==> src/rtl/ser_wide_narrow.sv <==
`default_nettype none
// ============================================================================
// Module   : ser_wide_narrow
// Brief    : Wide-to-narrow lane serializer with ready/valid on both sides.
// Revision : 1.0  initial release
// ============================================================================
module ser_wide_narrow #(
  parameter int IN_W      = 32,
  parameter int OUT_W     = 8,
  parameter bit MSB_FIRST = 1'b1
) (
  input  logic                               clk_4f,
  input  logic                               reset,
  input  logic [IN_W-1:0]                    data_in,
  input  logic [$clog2(IN_W/OUT_W)-1:0]      len_in,
  input  logic                               valid_in,
  output logic                               ready_in,
  output logic [OUT_W-1:0]                   data_out,
  output logic                               valid_out,
  output logic                               last_out,
  input  logic                               ready_out,
  output logic                               busy
);

  localparam int C_LANES = IN_W / OUT_W;
  localparam int C_LW    = $clog2(C_LANES);
  localparam int C_POS0  = MSB_FIRST ? (C_LANES - 1) : 0;

  if ((IN_W % OUT_W) != 0) begin : g_chk_div
    $fatal(1, "ser_wide_narrow: IN_W must be a multiple of OUT_W");
  end
  if ((C_LANES < 2) || ((C_LANES & (C_LANES - 1)) != 0)) begin : g_chk_pow2
    $fatal(1, "ser_wide_narrow: IN_W/OUT_W must be a power of 2 and >= 2");
  end

  typedef enum logic [0:0] {
    S_IDLE = 1'b0,
    S_SEND = 1'b1
  } state_t;

  state_t            r_state, w_state_nxt;
  logic [IN_W-1:0]   r_hold,  w_hold_nxt;
  logic [C_LW-1:0]   r_len,   w_len_nxt;
  logic [C_LW-1:0]   r_idx,   w_idx_nxt;
  logic [OUT_W-1:0]  r_data,  w_data_nxt;
  logic              r_last,  w_last_nxt;

  logic [OUT_W-1:0]  w_hold_lane [C_LANES];
  logic [OUT_W-1:0]  w_first_lane;
  logic [C_LW-1:0]   w_idx_inc;
  logic              w_valid, w_final, w_accept, w_advance;

  // Physical lane position depends on the configured lane order.
  for (genvar gi = 0; gi < C_LANES; gi++) begin : g_lane
    localparam int C_POS = MSB_FIRST ? (C_LANES - 1 - gi) : gi;
    assign w_hold_lane[gi] = r_hold[C_POS*OUT_W +: OUT_W];
  end

  assign w_first_lane = data_in[C_POS0*OUT_W +: OUT_W];
  assign w_idx_inc    = r_idx + 1'b1;
  assign w_valid      = (r_state == S_SEND);
  assign w_final      = w_valid & (r_idx == r_len);
  assign w_advance    = w_valid & ready_out;
  assign ready_in     = reset & (~w_valid | (w_final & ready_out));
  assign w_accept     = valid_in & ready_in;

  assign data_out  = r_data;
  assign valid_out = w_valid;
  assign last_out  = r_last;
  assign busy      = w_valid;

  always_comb begin
    w_state_nxt = r_state;
    w_hold_nxt  = r_hold;
    w_len_nxt   = r_len;
    w_idx_nxt   = r_idx;
    w_data_nxt  = r_data;
    w_last_nxt  = r_last;
    case (r_state)
      S_IDLE: begin
        if (w_accept) begin
          w_state_nxt = S_SEND;
          w_hold_nxt  = data_in;
          w_len_nxt   = len_in;
          w_idx_nxt   = '0;
          w_data_nxt  = w_first_lane;
          w_last_nxt  = (len_in == '0);
        end
      end
      S_SEND: begin
        if (w_advance) begin
          if (!w_final) begin
            w_idx_nxt  = w_idx_inc;
            w_data_nxt = w_hold_lane[w_idx_inc];
            w_last_nxt = (w_idx_inc == r_len);
          end else if (w_accept) begin
            // Back-to-back: reload without leaving SEND, so no bubble lane.
            w_hold_nxt = data_in;
            w_len_nxt  = len_in;
            w_idx_nxt  = '0;
            w_data_nxt = w_first_lane;
            w_last_nxt = (len_in == '0);
          end else begin
            w_state_nxt = S_IDLE;
            w_data_nxt  = '0;
            w_last_nxt  = 1'b0;
          end
        end
      end
      default: w_state_nxt = S_IDLE;
    endcase
  end

  always_ff @(posedge clk_4f) begin
    if (!reset) begin
      r_state <= S_IDLE;
      r_hold  <= '0;
      r_len   <= '0;
      r_idx   <= '0;
      r_data  <= '0;
      r_last  <= 1'b0;
    end else begin
      r_state <= w_state_nxt;
      r_hold  <= w_hold_nxt;
      r_len   <= w_len_nxt;
      r_idx   <= w_idx_nxt;
      r_data  <= w_data_nxt;
      r_last  <= w_last_nxt;
    end
  end

endmodule
`default_nettype wire

==> config.mk <==
export PLATFORM = sky130hd
export DESIGN_NAME = ser_wide_narrow
export DESIGN_NICKNAME = d
export VERILOG_FILES = /design/src/rtl/ser_wide_narrow.sv
export SDC_FILE = /design/constraint.sdc
export NUM_CORES = 1
export LEC_CHECK = 0
export BUFFER_PORTS_ARGS = -buffer_cell sky130_fd_sc_hd__buf_2
export CORE_MARGIN = 10
export CORE_UTILIZATION = 57
export DETAILED_ROUTE_END_ITERATION = 7
export GPL_TIMING_DRIVEN = 1
export PLACE_DENSITY = 0.84
export SETUP_SLACK_MARGIN = 0.1
export SYNTH_ARGS = -nofsm -noshare
export SYNTH_HDL_FRONTEND = slang
export SYNTH_SLANG_ARGS = --single-unit
==> constraint.sdc <==
create_clock -name clk_4f -period 4.9 [get_ports clk_4f]
set_clock_uncertainty 0.15 [all_clocks]
set_input_delay 0.245 -clock clk_4f [delete_from_list [all_inputs] [get_ports clk_4f]]
set_output_delay 0.245 -clock clk_4f [all_outputs]
set_load 0.05 [all_outputs]
* Yosys cells after proc, flatten, opt, wreduce, memory -nomap -nowiden
Index checks and enable logic that the tools add are counted.
** Cells by class
- Add/sub/neg operators :: 1
- $lt $le $gt $ge :: 1
- Equal/unequal tests :: 5
- Multiplexer cells :: 29
- Bitwise gates (word level) :: 8
- Reduce and logical (&&, ||, !) cells :: 3
** Operators with widths (count)
- two-way mux 32 bit :: 3
- one-hot mux 32 bit (2 select lines) :: 1
- two-way mux 8 bit :: 6
- binary-select mux 8 bit (select 2 bit) :: 1
- one-hot mux 8 bit (2 select lines) :: 1
- two-way mux 2 bit :: 6
- one-hot mux 2 bit (2 select lines) :: 2
- two-way mux 1 bit :: 7
- AND 1 bit :: 5
- == test 2 bit :: 2
- inequality test 2 x 1 -> 1 bit, second input constant :: 2
- one-hot mux 1 bit (2 select lines) :: 2
- AND reduction 2 bit :: 2
- >= comparator 3 bit, second input constant :: 1
- inverter 2 -> 3 bit :: 1
- adder 2 x 1 -> 2 bit, second input constant :: 1
- logical NOT 2 bit :: 1
- inequality test 2 bit, second input constant :: 1
- inverter 1 bit :: 1
- OR 1 bit :: 1
** Word-level totals
- Bits in registers :: 46
- Input port bits :: 38
- Output and inout port bits :: 12
- Word-level logic and storage cells :: 53

* Logic depth before layout (Yosys ltp)
- Word-level depth :: 10
- Depth in mapped cells :: 7
- Depth with buffers taken out :: 4

* Worst setup path before layout
Ideal clock, no wire load.
- Path type :: register to output
- Start point :: register r_idx[1]
- End point :: output ready_in
- Data arrival time :: 1516 ps
- Data required time :: 4505 ps
- Setup slack :: 2989 ps
- Cell stages (with the launch flop) :: 6
- Path buffers :: 1
- Cell sequence :: dfxtp_1 -> buf_2 -> xor2_2 -> nor2_1 -> a21boi_0 -> nor2_1
** On the way
- Word-level cells in the longest chain between the ends :: 5
** Ends and longest elaborated chain
- start, declared :: line 44 : logic [C_LW-1:0] r_idx, w_idx_nxt;
- start signal, assigned :: line 126 : r_idx <= w_idx_nxt;
- == test 2 bit :: line 62 : assign w_final = w_valid & (r_idx == r_len);
- AND 1 bit :: line 62
- AND 1 bit :: line 64 : assign ready_in = reset & (~w_valid | (w_final & ready_out));
- OR 1 bit :: line 64
- AND 1 bit :: line 64
- end, declared :: line 17 : output logic ready_in,
No other way between the ends.

* Worst setup path after layout
Same ends and word-level chain as after synthesis.

==> out/qor.csv <==
metric;value;unit
met2 WL;2.28;mm
Syn Area/Cell;8.78;um^2
Primary FF master, synth;dfxtp_1;
Slew Limit Fails;0;
ANT cells;0;
vias post-DR;1845;
Pwr per Cell Area;358;nW/um^2
VDD IR max;0.181;mV
Slew headroom;0.478;
CP endpoint;ready_in;
r2r worst-path depth;4;
Yosys cell types;32;
RSZ-0062 raised after global routing;false;
fin nets;315;
Fin. Hold Viols;0;
GRT Total Usage;0.152;
max cap viols;0;
Crit path largest cell delay;840;ps
fmax;0.378;GHz
Seq/Total Area, Yosys;0.430;
largest net degree at the start of global routing;82;
post-synthesis cell count;244;
crit path DAT;2250;ps
number of synthesized register bits;46;
clock transition at the registers of the reported paths;90;ps
WL met3;446;um
Clock Sinks;46;
Final GP Congestion;0.908;
Std-Cell Rows;22;
Die Y;81.3;um
Top Layer Used;met4;
switching pwr;0.258;mW
final core utilization;0.666;
Root Buffer;clkbuf_8;
Synth Cell Area;2140;um^2
status;finished, final reports clean;
reg2reg end;r_hold[1]$_SDFFE_PN0P_;
Async S/R FF share, synth;0;
Worst R2R Setup Slack;2580;ps
worst setup margin;2250;ps
WP data required;4510;ps
1st-iter DRT viols;187;
antenna viol nets, final;0;
core area;3660;um^2
Sequential Power Share;0.492;
CTS tree;yes;
worst flop-to-flop path startpoint;r_idx[1]$_SDFFE_PN0N_;
CTS max path bufs;2;
Crit Path Max Fanout;14;
share of layout cells above drive strength 1;0.255;
Crit-path slowest cell;dfxtp_1;
Clk pwr share;0.318;
Slew @ Worst Pin;782;ps
Metal-1 WL;2.25;mm
Leak;0.965;nW
Initial Util;0.585;
final-report setup violation count;0;
vias in the first global route;1694;
width of the die;81.3;um
I/O pins;50;
Routed WL per cell;15.5;um
Logic pwr share;0.190;
H-tree Lvls;2;
hpwl dp;3.54;mm
Tmin final;2650;ps
Crit. End Element;output port;
worst slack, placed;2560;ps
global route overflow;0;
clk_lat worst skew;300;ps
via density per instance;5.66;
antenna violations before repair;0;
setup TNS;0;ps
PortBufs;49;
hold bufs inserted after CTS;0;
DR pass1 iterations;4;
sw frac;0.296;
Worst Setup SP;r_idx[1]$_SDFFE_PN0N_;
YS warnings;0;
worst-path cell chain;xor2_2 > nor2_1 > a21boi_0 > nor2_1 > buf_2;
Post-synth EDFFs;0;
Die Area;6610;um^2
hold crit path type;input port to register;
Critical Path Source Type;register;
Num CTS Buffers;5;
CP Class;register to output port;
final WL;5.05;mm
first-pass GRT wire length;7.99;mm
most used cell, CP;nor2_1;
internal power;0.614;mW
setup bufs post-CTS;0;
fin crit share;0.540;
# resized after CTS;0;
residual DRC count;0;
Syn-to-layout area delta;13.7;%
syn_nets;282;
## layout by cell type, fill, tap and decap left out, types with 2 or more instances in the layout
master,instances
clkinv_2,2
clkbuf_8,5
a21oi_1,11
o21ai_0,19
o221ai_1,9
a22oi_1,8
nand3_1,35
xor2_2,2
nand2b_1,3
o21ai_1,20
nor2_1,4
mux4_2,8
dfxtp_1,46
nor3b_1,2
nand2_1,39
inv_1,2
buf_2,49
## stage by stage
step	power, mW	hold slack (ps)	cell area (um^2)	instances
detailed placement	0.603	302	2330	318
floorplan	0.564	219	2140	244
CTS	0.878	14.0	2440	326
global placement	0.598	291	2330	318
finish	0.872	23.7	2440	326
global route	0.914	25.8	2440	326
## power groups by stage
stage                     Sequential (mW)  Clock, mW  Combinational [mW]
after floorplan                     0.455          0               0.109
after global placement              0.437          0               0.161
after global routing                0.434      0.298               0.182
after CTS                           0.429      0.283               0.165
after detailed placement            0.438          0               0.165
final                               0.429      0.277               0.165
## kinds of logic (layout without fill, tap and decap cells)
logic type      after synthesis  after routing  share of synthesized area
compound gates               73             73                      0.207
xor+xnor                      3              3                     0.0193
buf+inv                      26             60                     0.0630
flops                        46             46                      0.430
mux                           9              9                     0.0893
simple gates                 87             87                      0.191
## state kept, by name, indices dropped and copies added, names as in the netlist
name / count
r_hold: 32
data_out: 8
r_idx: 2
r_len: 2
busy: 1
last_out: 1
## Yosys cell counts, types with 2 or more instances
master	instances	share of area
dfxtp_1	46	0.43
nand2_1	39	0.068
nand3_1	35	0.082
o21ai_1	20	0.047
o21ai_0	19	0.044
a21oi_1	11	0.026
clkbuf_1	10	0.018
o221ai_1	9	0.037
a22oi_1	8	0.028
buf_2	8	0.019
mux4_2	8	0.084
nor2_1	4	0.0070
buf_6	3	0.016
nand2b_1	3	0.0088
inv_1	2	0.0035
nor3b_1	2	0.0070
xor2_2	2	0.015
## worst min-delay path by stage
| stage | endpoint | cells past startpoint | start |
|---|---|---|---|
| final | r_hold[19]$_SDFFE_PN0P_ | 3 | data_in[19] |
| after global routing | r_hold[11]$_SDFFE_PN0P_ | 3 | data_in[11] |
| after CTS | r_hold[8]$_SDFFE_PN0P_ | 3 | data_in[8] |
| after detailed placement | r_hold[9]$_SDFFE_PN0P_ | 2 | r_hold[9]$_SDFFE_PN0P_ |
| after global placement | r_hold[10]$_SDFFE_PN0P_ | 2 | r_hold[10]$_SDFFE_PN0P_ |
| after floorplan | busy$_SDFF_PN0_ | 1 | valid_in |
## per-layer routing
metal,GRT usage,up-vias
met3,0.0530,5
met2,0.220,73
met4,0.0606,0
met1,0.203,822
li1,-,945
met5,0,-
## final cells by class
type / count / area [um^2]
clock buffers: 5 / 68.8
clock inverters: 3 / 40.0
fillers: 345 / 1220
inverters: 2 / 7.51
multi-input cells: 172 / 1090
flip-flops and latches: 46 / 921
well taps: 48 / 60.1
repair buffers: 50 / 253
## critical path, delay by kind of cell (launching register included)
family | cells | cell delay (ps)
AOI/OAI and AO/OA | 1 | 320
xor gates and xnor gates | 1 | 380
buffers and inverters | 1 | 220
DFF | 1 | 840
and+or+nand+nor | 2 | 190
No activity file was read; power rests on OpenSTA's default activity.
